===== src/rtl/m6502_bus_monitor.sv =====
// Passive 6502 bus observer: logs opcode fetches to a FIFO, counts cycles/instructions and detects self-loop traps.
// Optional write logging is enabled by defining M6502_MONITOR_WRITE_LOG_EN.
module m6502_bus_monitor #(
   parameter int FIFO_DEPTH = 16,
   parameter int CNT_W      = 32
) (
   input  logic             clk,
   input  logic             reset_n,
   input  logic             sample_en,
   input  logic [15:0]      address,
   input  logic [7:0]       data,
   input  logic             rw,
   input  logic             sync,
   input  logic             enable,
   input  logic             clear,
   input  logic             rd_en,
   output logic [25:0]      rd_data,
   output logic             rd_valid,
   output logic             overflow,
   output logic [CNT_W-1:0] cycle_count,
   output logic [CNT_W-1:0] instr_count,
   output logic             trapped,
   output logic [15:0]      trap_pc
);

   localparam int PTR_W  = (FIFO_DEPTH > 1) ? $clog2(FIFO_DEPTH) : 1;
   localparam int FILL_W = PTR_W + 1;
   localparam logic [FILL_W-1:0] DEPTH_C = FILL_W'(FIFO_DEPTH);

   typedef enum logic [1:0] {
      WAIT_SYNC = 2'd0,
      RUN       = 2'd1,
      TRAPPED   = 2'd2
   } state_t;

   function automatic logic [CNT_W-1:0] sat_inc(input logic [CNT_W-1:0] v);
      if (&v) return v;
      else    return v + {{(CNT_W-1){1'b0}}, 1'b1};
   endfunction

   state_t             state_r;
   logic [15:0]        last_pc_r;
   logic               last_pc_valid_r;
   logic [CNT_W-1:0]   cycle_count_r;
   logic [CNT_W-1:0]   instr_count_r;
   logic               trapped_r;
   logic [15:0]        trap_pc_r;
   logic               overflow_r;
   logic [PTR_W-1:0]   wr_ptr_r;
   logic [PTR_W-1:0]   rd_ptr_r;
   logic [FILL_W-1:0]  fill_r;
   logic [25:0]        rd_data_r;
   logic [25:0]        mem_r [FIFO_DEPTH];

   logic               qual_s;
   logic               fetch_s;
   logic               push_s;
   logic               pop_s;
   logic               full_s;
   logic               accept_s;
   logic               drop_s;
   logic [25:0]        rec_s;
   logic [PTR_W-1:0]   rd_ptr_nxt_s;
   logic [FILL_W-1:0]  fill_nxt_s;
   logic [25:0]        head_nxt_s;

   // Qualify bus samples and decide what, if anything, enters the FIFO this cycle.
   always_comb begin
      qual_s  = sample_en & enable;
      fetch_s = qual_s & sync & rw;
      rec_s   = {2'b01, address, data};
      case (state_r)
         WAIT_SYNC: push_s = fetch_s;
         RUN:       push_s = fetch_s;
         default:   push_s = 1'b0;
      endcase
`ifdef M6502_MONITOR_WRITE_LOG_EN
      if ((state_r == RUN) && qual_s && !rw) begin
         push_s = 1'b1;
         rec_s  = {2'b10, address, data};
      end else begin
         push_s = push_s;
      end
`endif
      if (clear) begin
         push_s = 1'b0;
      end else begin
         push_s = push_s;
      end
      pop_s    = rd_en & (fill_r != {FILL_W{1'b0}}) & ~clear;
      full_s   = (fill_r == DEPTH_C);
      accept_s = push_s & (~full_s | pop_s);
      drop_s   = push_s & full_s & ~pop_s;
   end

   // Next head pointer/fill level; a record written into the slot that becomes head bypasses memory.
   always_comb begin
      rd_ptr_nxt_s = pop_s ? (rd_ptr_r + {{(PTR_W-1){1'b0}}, 1'b1}) : rd_ptr_r;
      fill_nxt_s   = fill_r + FILL_W'(accept_s) - FILL_W'(pop_s);
      if (fill_nxt_s == {FILL_W{1'b0}}) begin
         head_nxt_s = 26'd0;
      end else if (accept_s && (rd_ptr_nxt_s == wr_ptr_r)) begin
         head_nxt_s = rec_s;
      end else begin
         head_nxt_s = mem_r[rd_ptr_nxt_s];
      end
   end

   // Record storage.
   always_ff @(posedge clk) begin
      if (accept_s) begin
         mem_r[wr_ptr_r] <= rec_s;
      end
   end

   // FIFO pointers, registered head and sticky overflow.
   always_ff @(posedge clk or negedge reset_n) begin
      if (!reset_n) begin
         wr_ptr_r   <= {PTR_W{1'b0}};
         rd_ptr_r   <= {PTR_W{1'b0}};
         fill_r     <= {FILL_W{1'b0}};
         rd_data_r  <= 26'd0;
         overflow_r <= 1'b0;
      end else if (clear) begin
         wr_ptr_r   <= {PTR_W{1'b0}};
         rd_ptr_r   <= {PTR_W{1'b0}};
         fill_r     <= {FILL_W{1'b0}};
         rd_data_r  <= 26'd0;
         overflow_r <= 1'b0;
      end else begin
         if (accept_s) begin
            wr_ptr_r <= wr_ptr_r + {{(PTR_W-1){1'b0}}, 1'b1};
         end
         rd_ptr_r  <= rd_ptr_nxt_s;
         fill_r    <= fill_nxt_s;
         rd_data_r <= head_nxt_s;
         if (drop_s) begin
            overflow_r <= 1'b1;
         end
      end
   end

   // Monitor FSM: arms on the first fetch, counts while running, latches the first self-loop.
   always_ff @(posedge clk or negedge reset_n) begin
      if (!reset_n) begin
         state_r         <= WAIT_SYNC;
         last_pc_r       <= 16'h0000;
         last_pc_valid_r <= 1'b0;
         cycle_count_r   <= {CNT_W{1'b0}};
         instr_count_r   <= {CNT_W{1'b0}};
         trapped_r       <= 1'b0;
         trap_pc_r       <= 16'h0000;
      end else if (clear) begin
         state_r         <= WAIT_SYNC;
         last_pc_r       <= 16'h0000;
         last_pc_valid_r <= 1'b0;
         cycle_count_r   <= {CNT_W{1'b0}};
         instr_count_r   <= {CNT_W{1'b0}};
         trapped_r       <= 1'b0;
         trap_pc_r       <= 16'h0000;
      end else begin
         case (state_r)
            WAIT_SYNC: begin
               if (fetch_s) begin
                  state_r         <= RUN;
                  cycle_count_r   <= sat_inc(cycle_count_r);
                  instr_count_r   <= sat_inc(instr_count_r);
                  last_pc_r       <= address;
                  last_pc_valid_r <= 1'b1;
               end
            end
            RUN: begin
               if (qual_s) begin
                  cycle_count_r <= sat_inc(cycle_count_r);
               end
               if (fetch_s) begin
                  instr_count_r <= sat_inc(instr_count_r);
                  if (last_pc_valid_r && (address == last_pc_r)) begin
                     state_r   <= TRAPPED;
                     trapped_r <= 1'b1;
                     trap_pc_r <= address;
                  end else begin
                     last_pc_r       <= address;
                     last_pc_valid_r <= 1'b1;
                  end
               end
            end
            TRAPPED: state_r <= TRAPPED;
            default: state_r <= WAIT_SYNC;
         endcase
      end
   end

   assign rd_data     = rd_data_r;
   assign rd_valid    = (fill_r != {FILL_W{1'b0}});
   assign overflow    = overflow_r;
   assign cycle_count = cycle_count_r;
   assign instr_count = instr_count_r;
   assign trapped     = trapped_r;
   assign trap_pc     = trap_pc_r;

endmodule


===== config.mk =====
export PLATFORM = sky130hd
export DESIGN_NAME = m6502_bus_monitor
export DESIGN_NICKNAME = d
export VERILOG_FILES = /design/src/rtl/m6502_bus_monitor.sv
export SDC_FILE = /design/constraint.sdc
export NUM_CORES = 1
export LEC_CHECK = 0
export BUFFER_PORTS_ARGS = -buffer_cell sky130_fd_sc_hd__clkbuf_2
export CAP_MARGIN = 25
export CORE_MARGIN = 1.5
export CORE_UTILIZATION = 50
export CTS_CLUSTER_DIAMETER = 30
export DETAILED_ROUTE_END_ITERATION = 8
export PLACE_DENSITY = 0.65
export SETUP_SLACK_MARGIN = 0.5
export SLEW_MARGIN = 15
export SYNTH_ARGS = -nofsm -noshare
export SYNTH_HDL_FRONTEND = slang
export SYNTH_SLANG_ARGS = --single-unit

===== constraint.sdc =====
create_clock -name clk -period 10.7 [get_ports clk]
set_input_delay 2.14 -clock clk [delete_from_list [all_inputs] [get_ports clk]]
set_output_delay 2.14 -clock clk [all_outputs]
set_load 0.005 [all_outputs]

==> flow_summary.json <==
{
  "status": "complete, no violations",
  "fp.coreArea_sq_um": 49000,
  "cp-start-kind": "primary input",
  "clockRootBuffer": "clkbuf_16",
  "hold_start": "overflow$_DFFE_PN0P_",
  "total_power_w": 0.00666,
  "vias_per_cell": 6.07,
  "clk_latency_ps": 630,
  "hold_path.class": "reg2reg",
  "async_reset_ff_share_pct": 26.6,
  "syn_avg_cell_area_sq_um": 15.5,
  "clkPwrFrac_pct": 51.7,
  "ys_warn_count": 0,
  "globalRoute.totalOverflow": 0,
  "clock_skew_ps": 18.9,
  "cts_tree": "done",
  "io_buffers": 139,
  "grt_usage_pct": 25.4,
  "ios": 141,
  "powerDensity_nw_per_um2": 222,
  "vias": 15400,
  "place_congestion": 0.826,
  "worst_pin_slew_ps": 982,
  "synth_seq_cells": 523,
  "worstPathArrival_ps": 6190,
  "synthesis.area_sq_um": 24800,
  "row_count": 81,
  "power.share.combinational_pct": 13.7,
  "max_slew_margin_pct": 34.6,
  "antenna_cells": 0,
  "holdBufCountCts": 0,
  "p_int_w": 0.00505,
  "rr_startpoint": "rd_ptr_r[0]$_DFF_PN0_",
  "setup_violations": 0,
  "holdPathStages": 2,
  "synthTopCellsByArea": "edfxtp_1, mux4_2, dfrtp_1",
  "drv_slew": 0,
  "ant_nets": 0,
  "setup-tns-final_ps": 0,
  "htree_levels": 3,
  "yosysTopAreaCellShare_pct": 46.5,
  "drt-pass1-iter-count": 5,
  "fmax_mhz": 176,
  "finalHoldViolCount": 0,
  "route.detailed.drc": 0,
  "ir_drop_v": 0.000205,
  "fin_ws_ps": 5020,
  "grt_pass1_vias": 16100,
  "required_ps": 11210,
  "reg2reg_depth": 10,
  "crit_start": "clear",
  "worstSetupPathType": "in2reg",
  "drive_gt1_share_pct": 31.9,
  "dieArea_sq_um": 51000,
  "fin_crit_sh_pct": 53.1,
  "grt_pass1_wl_mm": 96.2,
  "critPathCaptureType": "register",
  "power_switching_w": 0.00161,
  "final_area_sq_um": 30100,
  "syn_inst": 1601,
  "numCtsBuffers": 101,
  "clockBufferDepth": 3,
  "leakage_nw": 10.7,
  "rsz0062_at_grt": "no",
  "fillerInstances": 3569,
  "chipHeight_um": 226,
  "synth_cell_type_count": 69,
  "synth-edff-count": 384,
  "start_util_pct": 50.7,
  "synth_top_area_cell": "edfxtp_1",
  "antenna_found_initial": 1,
  "hpwl_mm": 36.8,
  "synth_flop_cell": "edfxtp_1",
  "grt_start_max_net_pins": 94,
  "seq_power_share_pct": 34.7,
  "drtIter0Drc": 1110,
  "switching_share_pct": 24.2,
  "fin_nets": 1824,
  "ys_seq_area_share_pct": 60.5,
  "dieWidth_um": 226,
  "drv_cap": 0,
  "postCtsSetupBuffers": 0,
  "cts_resized": 0,
  "wl_mm": 62.0,
  "post_drt_wl_per_cell_um": 24.5,
  "synth_nets": 1649,
  "cts.reportedPaths.clkPinSlew_ps": 50,
  "worst-path-max-fanout": 25,
  "cts.sinks": 523,
  "ff2ff_setup_slack_ps": 6070,
  "pre_cts_ws_ps": 4400,
  "dpl_cell_area_sq_um": 26300,
  "min_period_ps": 5680,
  "syn2layout_area_growth_pct": 21.1
}
## logic make-up after synthesis
logic type | Yosys count | share of synthesized area (%)
AO/OA/AOI/OAI | 220 | 6.23
XOR/XNOR | 77 | 2.88
adder cells (fa/ha/maj) | 16 | 0.837
buffers and inverters | 157 | 2.62
flip-flops | 523 | 60.5
multiplexers | 232 | 19.1
other | 1 | 0.0151
AND/OR/NAND/NOR | 375 | 7.78
## per-layer routing
metal,vias to the layer above,track usage (%),routed length [um],part of all wire (%)
met5,-,0,13,0.021
met4,2,9.59,1480,2.4
met3,103,6.90,4930,8.0
met2,558,41.3,30500,49
met1,7962,32.9,25000,40
li1,6728,-,-,-
## cells in the final DEF (no fill, tap or decap), drive strengths merged, types with 13 or more instances in the layout
cell type  instances
o21a              25
o32ai             24
nor2b             32
clkinv            32
mux2              20
ha                15
nand3             32
mux2i             20
nor2             160
and2              17
dfrtp            139
o221ai            24
edfxtp           384
a211oi            33
xnor2             62
nand2             31
clkbuf           249
nor3              16
inv               62
a21oi             30
clkinvlp          13
o22ai             24
mux4             192
o21ai             36
buf               41
nor4              18
nand4             19
bufinv            23
## through the flow
| stage | cells | hold slack (ps) | util (%) |
|---|---|---|---|
| 2_1_floorplan | 1601 | 489 | - |
| 3_3_place_gp | 2333 | 506 | 53.6 |
| 3_5_place_dp | 2334 | 511 | 53.6 |
| 4_1_cts | 2525 | 520 | 61.3 |
| 5_1_grt | 2528 | 535 | 61.4 |
| 6_report | 2528 | 517 | 61.4 |
## state kept, by name, summed over array words and instances, names as in the netlist
signal and count:
instr_count 32, trap_pc 16, last_pc_r 16, cycle_count 32, wr_ptr_r 4, rd_ptr_r 4
overflow 1, rd_data 25, fill_r 5, mem_r 384, trapped 1, state_r 2
last_pc_valid_r 1
## power groups by stage
stage	Sequential, W	Combinational, W	Clock (W)
finish	0.00231	0.000911	0.00344
floorplan	0.00230	0.000688	0
global placement	0.00234	0.000895	0
CTS	0.00231	0.000919	0.00348
detailed placement	0.00235	0.000909	0
global route	0.00231	0.000999	0.00358
## worst paths after layout
check                                               to
max                               rd_data[8]$_DFF_PN0_
min                               overflow$_DFFE_PN0P_
max reg2reg                      rd_data[18]$_DFF_PN0_
min reg2reg                       overflow$_DFFE_PN0P_
max in group asynchronous  instr_count[12]$_DFFE_PN0P_
min in group asynchronous  cycle_count[21]$_DFFE_PN0P_
## synthesized netlist by cell type (32+ instances only)
cell and n:
xnor2_1 62, nor2b_1 32, inv_1 50, mux4_2 192, nand3_1 32, clkbuf_1 63, buf_2 33, a211oi_1 32
o21ai_0 36, edfxtp_1 384, nor2_1 159, dfrtp_1 139
## critical path: stages
cell	delay, ps
buf_4	200
nand2b_1	320
a211oi_4	390
nand2b_1	110
o21ai_0	180
ha_1	200
inv_1	70
fa_1	440
nand2b_1	180
a21oi_1	170
o21ai_0	130
a41oi_1	430
or4b_1	780
buf_16	280
o32ai_1	160
## final cells by class
type / count / area (sq um) / share of cell area (%)
Tap cell: 664 / 831 / 2.76
Clock buffer: 111 / 2650 / 8.81
Sequential cell: 523 / 15000 / 50.0
Multi-Input combinational cell: 921 / 9210 / 30.7
Timing Repair Buffer: 179 / 1050 / 3.48
Clock inverter: 80 / 1110 / 3.69
Inverter: 50 / 188 / 0.625
Note: power is estimated with default switching activity, not from simulation.
